File: config.mk
export PLATFORM = sky130hd
export DESIGN_NAME = adder_share_ctrl
export DESIGN_NICKNAME = d
export VERILOG_FILES = /design/src/rtl/adder_share_pkg.sv /design/src/rtl/adder_flags_unit.sv /design/src/rtl/adder_share_ctrl.sv
export SDC_FILE = /design/constraint.sdc
export NUM_CORES = 1
export LEC_CHECK = 0
export BUFFER_PORTS_ARGS = -buffer_cell sky130_fd_sc_hd__buf_4
export CAP_MARGIN = 20
export CELL_PAD_IN_SITES_DETAIL_PLACEMENT = 1
export CELL_PAD_IN_SITES_GLOBAL_PLACEMENT = 1
export CORE_MARGIN = 2
export CORE_UTILIZATION = 35
export CTS_CLUSTER_SIZE = 40
export DETAILED_ROUTE_END_ITERATION = 10
export PLACE_DENSITY = 0.73
export RECOVER_POWER = 50
export SYNTH_ARGS = -nofsm -noshare
export SYNTH_HDL_FRONTEND = slang
export SYNTH_SLANG_ARGS = --single-unit
File: constraint.sdc
create_clock -name clk -period 2.8 [get_ports clk]
set_clock_uncertainty 0.1 [all_clocks]
set_input_delay 0.42 -clock clk [delete_from_list [all_inputs] [get_ports clk]]
set_output_delay 0.42 -clock clk [all_outputs]
set_load 0.03 [all_outputs]
File: src/rtl/adder_share_pkg.sv
// adder_share_pkg: shared types and constants for the shared-adder sequencer.
//   state_t    : controller FSM states (IDLE, CALC, RESP)
//   N_BITS_DEF : default operand/sum width
//   flags_t    : result flags {n, z, p}, plus ovf when ADDER_SHARE_OVF_EN is defined
package adder_share_pkg;

    localparam int N_BITS_DEF = 8;

    typedef enum logic [1:0] {IDLE, CALC, RESP} state_t;

    typedef struct packed {
`ifdef ADDER_SHARE_OVF_EN
        logic ovf;
`endif
        logic n;
        logic z;
        logic p;
    } flags_t;

endpackage

File: src/rtl/adder_flags_unit.sv
// adder_flags_unit: combinational signed adder with N/Z/P (and optional overflow) flags.
//   a, b  in  N_BITS  two's complement operands
//   sum   out N_BITS  a+b wrapped modulo 2^N_BITS
//   flags out flags_t n = sign of sum, z = sum is zero, p = sum is even,
//                     ovf = signed overflow (only with ADDER_SHARE_OVF_EN)
module adder_flags_unit
    import adder_share_pkg::*;
#(
    parameter int N_BITS = N_BITS_DEF
) (
    input  logic [N_BITS-1:0] a,
    input  logic [N_BITS-1:0] b,
    output logic [N_BITS-1:0] sum,
    output flags_t            flags
);

    always_comb begin
        sum     = a + b;
        flags   = '0;
        flags.n = sum[N_BITS-1];
        flags.z = (sum == '0);
        flags.p = ~sum[0];
`ifdef ADDER_SHARE_OVF_EN
        // overflow: operands share a sign that the wrapped sum does not
        flags.ovf = (a[N_BITS-1] == b[N_BITS-1]) && (sum[N_BITS-1] != a[N_BITS-1]);
`endif
    end

endmodule

File: src/rtl/adder_share_ctrl.sv
// adder_share_ctrl: round-robin sequencer sharing one signed adder among N_REQ requesters.
//   clk, rst_n         clock, asynchronous active-low reset
//   req_valid/ready    per-requester handshake; req_ready is one-hot or zero, only in IDLE
//   req_a, req_b       per-requester signed operands
//   rsp_valid/ready    single response handshake, outputs held until accepted
//   rsp_id             requester owning the result
//   rsp_sum            wrapped signed sum
//   rsp_n/z/p          negative / zero / even flags
//   rsp_ovf            signed overflow, present only when ADDER_SHARE_OVF_EN is defined
// One operation in flight: accept (IDLE) -> compute (CALC) -> respond (RESP).
module adder_share_ctrl
    import adder_share_pkg::*;
#(
    parameter int N_BITS = N_BITS_DEF,
    parameter int N_REQ  = 2,
    parameter int ID_W   = $clog2(N_REQ)
) (
    input  logic                          clk,
    input  logic                          rst_n,
    input  logic [N_REQ-1:0]              req_valid,
    output logic [N_REQ-1:0]              req_ready,
    input  logic [N_REQ-1:0][N_BITS-1:0]  req_a,
    input  logic [N_REQ-1:0][N_BITS-1:0]  req_b,
    output logic                          rsp_valid,
    input  logic                          rsp_ready,
    output logic [ID_W-1:0]               rsp_id,
    output logic [N_BITS-1:0]             rsp_sum,
`ifdef ADDER_SHARE_OVF_EN
    output logic                          rsp_ovf,
`endif
    output logic                          rsp_n,
    output logic                          rsp_z,
    output logic                          rsp_p
);

    state_t            state, next_state;
    logic [ID_W-1:0]   last_grant, grant, lo_idx, hi_idx, lat_id;
    logic              any_valid, hi_found;
    logic [N_BITS-1:0] lat_a, lat_b, sum;
    flags_t            flags, rsp_flags;

    // Round robin: lowest valid index above last_grant, else lowest valid index (wrap).
    always_comb begin
        any_valid = 1'b0;
        hi_found  = 1'b0;
        lo_idx    = '0;
        hi_idx    = '0;
        for (int i = N_REQ - 1; i >= 0; i--) begin
            if (req_valid[i]) begin
                any_valid = 1'b1;
                lo_idx    = ID_W'(i);
                if (i > int'(last_grant)) begin
                    hi_found = 1'b1;
                    hi_idx   = ID_W'(i);
                end
            end
        end
        grant = hi_found ? hi_idx : lo_idx;
    end

    // Gated by rst_n so the accept strobe is also silent while reset is held.
    assign req_ready = (rst_n && state == IDLE && any_valid) ? N_REQ'(1) << grant : '0;
    assign rsp_valid = (state == RESP);

    always_ff @(posedge clk or negedge rst_n) begin
        if (!rst_n)
            state <= IDLE;
        else
            state <= next_state;
    end

    always_comb begin
        next_state = state;
        case (state)
            IDLE:    next_state = any_valid ? CALC : IDLE;
            CALC:    next_state = RESP;
            RESP:    next_state = rsp_ready ? IDLE : RESP;
            default: next_state = IDLE;
        endcase
    end

    adder_flags_unit #(.N_BITS(N_BITS)) u_add (
        .a     (lat_a),
        .b     (lat_b),
        .sum   (sum),
        .flags (flags)
    );

    always_ff @(posedge clk or negedge rst_n) begin
        if (!rst_n) begin
            lat_a      <= '0;
            lat_b      <= '0;
            lat_id     <= '0;
            last_grant <= ID_W'(N_REQ - 1);
            rsp_id     <= '0;
            rsp_sum    <= '0;
            rsp_flags  <= '0;
        end else begin
            if (state == IDLE && any_valid) begin
                lat_a  <= req_a[grant];
                lat_b  <= req_b[grant];
                lat_id <= grant;
            end
            if (state == CALC) begin
                rsp_sum    <= sum;
                rsp_flags  <= flags;
                rsp_id     <= lat_id;
                last_grant <= lat_id;
            end
        end
    end

    assign rsp_n = rsp_flags.n;
    assign rsp_z = rsp_flags.z;
    assign rsp_p = rsp_flags.p;
`ifdef ADDER_SHARE_OVF_EN
    assign rsp_ovf = rsp_flags.ovf;
`endif

endmodule

* Word-level counts from Yosys, hierarchy flattened
Index checks and enable logic that the tools add are counted.
** Operators by class
- Add/subtract/negate cells :: 1
- Magnitude comparators :: 2
- Eq/ne operators :: 2
- Shifts and indexed selects :: 1
- Muxes and demuxes :: 14
- Bitwise gates (word level) :: 1
- Reduce and logical (&&, ||, !) cells :: 5
** Operators by type and width (count)
- two-way mux 8 bit :: 4
- adder 8 bit :: 1
- logical NOT 8 bit :: 1
- two-way mux 1 bit :: 7
- case mux 2 bit (3 select lines) :: 1
- two-way mux 2 bit :: 2
- logical AND 1 bit :: 3
- == test 2 x 1 -> 1 bit, second input constant :: 1
- == test 2 bit, second input constant :: 1
- logical NOT 2 bit :: 1
- less-than comparator 1 x 2 -> 1 bit, second input constant :: 1
- << shifter 1 x 1 -> 2 bit, first input constant :: 1
- greater-than comparator 1 bit, first input constant :: 1
- NOT 1 bit :: 1
** Storage, ports and cells
- Register bits :: 32
- Input bits :: 37
- Output and inout bits :: 15

* Longest topological paths before layout
- Word-level depth :: 6
- Depth in mapped cells :: 7

* Hierarchy
From an unflattened synthesis, not the netlist that was laid out.
** Second synthesis, totals
- Cell total of the unflattened synthesis :: 140
- Area, all modules :: 1903.1 um^2
** By module, submodules not included
- adder_share_ctrl :: instances 1, cells each 97, area each 1496.4 um^2, sequential area each 802.0 um^2
- adder_flags_unit :: instances 1, cells each 43, area each 406.6 um^2, sequential area each 0.0 um^2

* Worst setup path before layout
OpenSTA, ideal clock, no wires.
- Path kind :: reg-to-reg
- From :: register lat_a[0]
- To :: register rsp_flags, in the netlist rsp_z
- Setup time :: 0.095 ns
- Data arrival time :: 1.836 ns
- Path slack :: 0.768 ns
- Cell stages (with the launch flop) :: 8
- Path buffers :: 0
- Path through :: dfrtp_1 > ha_1 > fa_1 > a211oi_1 > nor2_1 > a211oi_2 > nand2_1 > o31ai_1
** Between the ends
- Cells in the longest elaborated chain, start to end :: 2
** Ends and longest elaborated chain
- from (decl) :: RTL line adder_share_ctrl.sv:39 : logic [N_BITS-1:0] lat_a, lat_b, sum;
- from (signal assigned) :: RTL line adder_share_ctrl.sv:100 : lat_a <= req_a[grant];
- adder 8 bit :: RTL line adder_flags_unit.sv:18 : sum = a + b;
- logical NOT 8 bit :: RTL line adder_flags_unit.sv:21 : flags.z = (sum == '0);
- to (signal assigned) :: RTL line adder_share_ctrl.sv:106 : rsp_flags <= flags;
- to (decl) :: RTL line adder_share_ctrl.sv:40 : flags_t flags, rsp_flags;
Every way passes these cells.
A chain may end at the register's enable or synchronous reset.

* Worst setup path after layout
- From :: input port rst_n
- To :: output port req_ready[0]
** Between the ends
- Cells in the longest elaborated chain, start to end :: 3
** Ends and longest elaborated chain
- from (decl) :: RTL line adder_share_ctrl.sv:19 : input logic rst_n,
- logical AND 1 bit (2 in series) :: RTL line adder_share_ctrl.sv:62 : assign req_ready = (rst_n && state == IDLE && any_valid) ? N_REQ'(1) << grant : '0;
- two-way mux 2 bit :: RTL line adder_share_ctrl.sv:62
- to (decl) :: RTL line adder_share_ctrl.sv:21 : output logic [N_REQ-1:0] req_ready,
Every way passes these cells.

==> metrics.yaml <==
outcome:
  outcome: "finished, final reports clean"
synth:
  syn_inst: 168
  yosysWarningCount: 0
  synth_edf_count: 0
  netlist_area_um2: 1680
  synthFlopType: "dfrtp_1"
  async_flop_share: 1.00
  ys_ff_latch: 31
  ys_seq_area_frac: 0.462
  synth_fp_nets: 213
  syn_area_per_cell_um2: 10.0
  synth.distinct_cells: 34
timing:
  grt_setup_unrepaired: "false"
  worst_slew_pin_slew_ns: 0.686
  tns_ns: 0
  setup_ws_ns: 0.596
  fin_crit_sh: 0.787
  max_freq_mhz: 454
  finalSetupViolations: 0
  hold_viol_final: 0
  slew_headroom: 0.543
  fin_crit_ns: 2.20
  slew_viol_final: 0
setup_path:
  cp-end-kind: "output pin"
  required_ns: 2.28
  cp_max_fo: 7
  criticalPathCategory: "input pin to output pin"
  r2r_cells: 7
  crit_arrival_ns: 1.68
  cp-start-kind: "input pin"
floorplanning:
  fp.dieW_um: 73.3
  core_um2: 4690
  pin_count: 52
  die-area_um2: 5380
  die_h_um: 73.3
  rows: 25
  initial_core_util: 0.359
clock_network:
  cts_tree: "done"
  cts_buffer_depth: 2
  numCtsBuffers: 5
  cts_root_buffer: "clkbuf_8"
  h-tree-depth: 2
  path_clk_slew_ns: 0.06
  cts.sinks: 31
  postCtsSetupBuffers: 0
  clk-insertion-delay-late_ns: 0.29
placement:
  dp_worst_setup_slack_ns: 0.588
  numPortBuffers: 51
  globalplace.congestion: 0.726
  place_inst: 266
  place_hpwl_mm: 2.92
drt:
  routed_via_density: 5.00
  ant_nets: 0
  route.detailed.drc: 0
  routed_wl_mm: 3.70
  avgRoutedWirePerCell_um: 13.5
  firstDrtPassIters: 4
  drt_iter0_drc: 24
  via_count: 1376
cells_and_area:
  layout-drive-gt1-share: 0.285
  final_util: 0.465
  syn_to_final_growth_pct: 29.5
  most-common-layout-cells: "buf_4, dfrtp_1, nor2_1, a21oi_1, mux2i_1"
  stdcell_count: 275
  final_common_cell: "buf_4"
  insertedDiodeCount: 0
  fin_nets: 265
global_route:
  antenna_found_initial: 0
  grt_pass1_wl_mm: 6.36
  gr-total-overflow: 0
  grt_pass1_vias: 1397
  grt_util_all_layers: 0.157
  grt_max_degree: 35
power:
  p_leak_uw: 0.00103
  power.density_nw_per_um2: 1320
  peakVddDrop_v: 0.000489
hold_path:
  hold_depth: 2
  hold_path_class: "input pin to register"
job:
  cap_violations: 0
==> cell usage after synthesis (3+ instances only) <==
| master | instances | area [µm²] |
|---|---|---|
| clkbuf_1 | 5 | 18.8 |
| ha_1 | 7 | 87.6 |
| buf_2 | 3 | 15.0 |
| mux2_2 | 3 | 33.8 |
| nor2_1 | 21 | 78.8 |
| a21oi_1 | 21 | 105 |
| xor2_1 | 4 | 35.0 |
| o21a_1 | 3 | 22.5 |
| mux2i_1 | 16 | 160 |
| o21ai_0 | 9 | 45.0 |
| inv_1 | 4 | 15.0 |
| dfrtp_1 | 30 | 751 |
| nor3b_1 | 4 | 30.0 |
| nand2_1 | 12 | 45.0 |
==> flip-flops by register name, indices dropped and copies added (netlist names) <==
name        flops
last_grant      1
rsp_z           1
lat_b           8
state           2
rsp_id          1
rsp_sum         8
rsp_p           1
lat_id          1
lat_a           8
==> per-stage QoR <==
step	hold WS, ns	power, µW	instance area (µm²)
5_1_grt	0.255	3150	2180
3_3_place_gp	0.139	2510	2110
6_report	0.227	2870	2180
2_1_floorplan	0.0244	2110	1680
3_5_place_dp	0.137	2580	2110
4_1_cts	0.217	2950	2210
==> metal layers <==
| metal | vias to the layer above | routed length [µm] | track usage |
|---|---|---|---|
| li1 | 693 | - | - |
| met1 | 635 | 1750 | 0.209 |
| met2 | 44 | 1700 | 0.239 |
| met3 | 4 | 220 | 0.0549 |
| met4 | 0 | 29 | 0.0485 |
| met5 | - | 0 | 0 |
==> worst max-delay path: stages <==
cell and delay [ns]:
dlygate4sd3_1 0.52, clkbuf_1 0.32, and3b_1 0.25, buf_4 0.17
==> area by class of cell <==
cell class              instances  area (µm²)
well taps                      54        67.6
repair buffers                 55         383
flip-flops and latches         31         777
fillers                       577        2510
clock buffers                   7        86.3
clock inverters                 1        5.00
multi-input cells             122         842
inverters                       5        18.8
==> where the power goes <==
part           internal, µW  total (µW)  switching, µW
clock network           198         358            160
logic                   690        1710           1020
registers               676         806            130
total                  1560        2870           1310
==> kinds of logic after synthesis <==
logic type	Yosys count	synth area share
xor gates and xnor gates	5	0.0260
DFF	31	0.462
muxes	19	0.115
AOI/OAI and AO/OA	45	0.170
buffers and inverters	15	0.0401
adders and majority gates	8	0.0639
and+or+nand+nor	45	0.123
==> repair_timing <==
| action | in CTS | in global routing |
|---|---|---|
| endpoints found under the setup margin | 0 | 0 |
| hold buffers | 1 | 0 |
| endpoints found under the hold margin | 4 | 0 |
| gates resized for setup | 0 | 0 |
==> worst paths after layout <==
kind / endpoint / slack [ns] / from
max: req_ready[0] / 0.60 / rst_n
min: state[1] / 0.23 / rsp_ready
max reg2reg: rsp_z / 0.61 / lat_a[0]
min reg2reg: rsp_sum[3] / 0.37 / rsp_sum[3]
max in group asynchronous: lat_a[2] / 1.14 / rst_n
min in group asynchronous: lat_b[1] / 0.47 / rst_n
No activity file was read; power rests on OpenSTA's default activity.
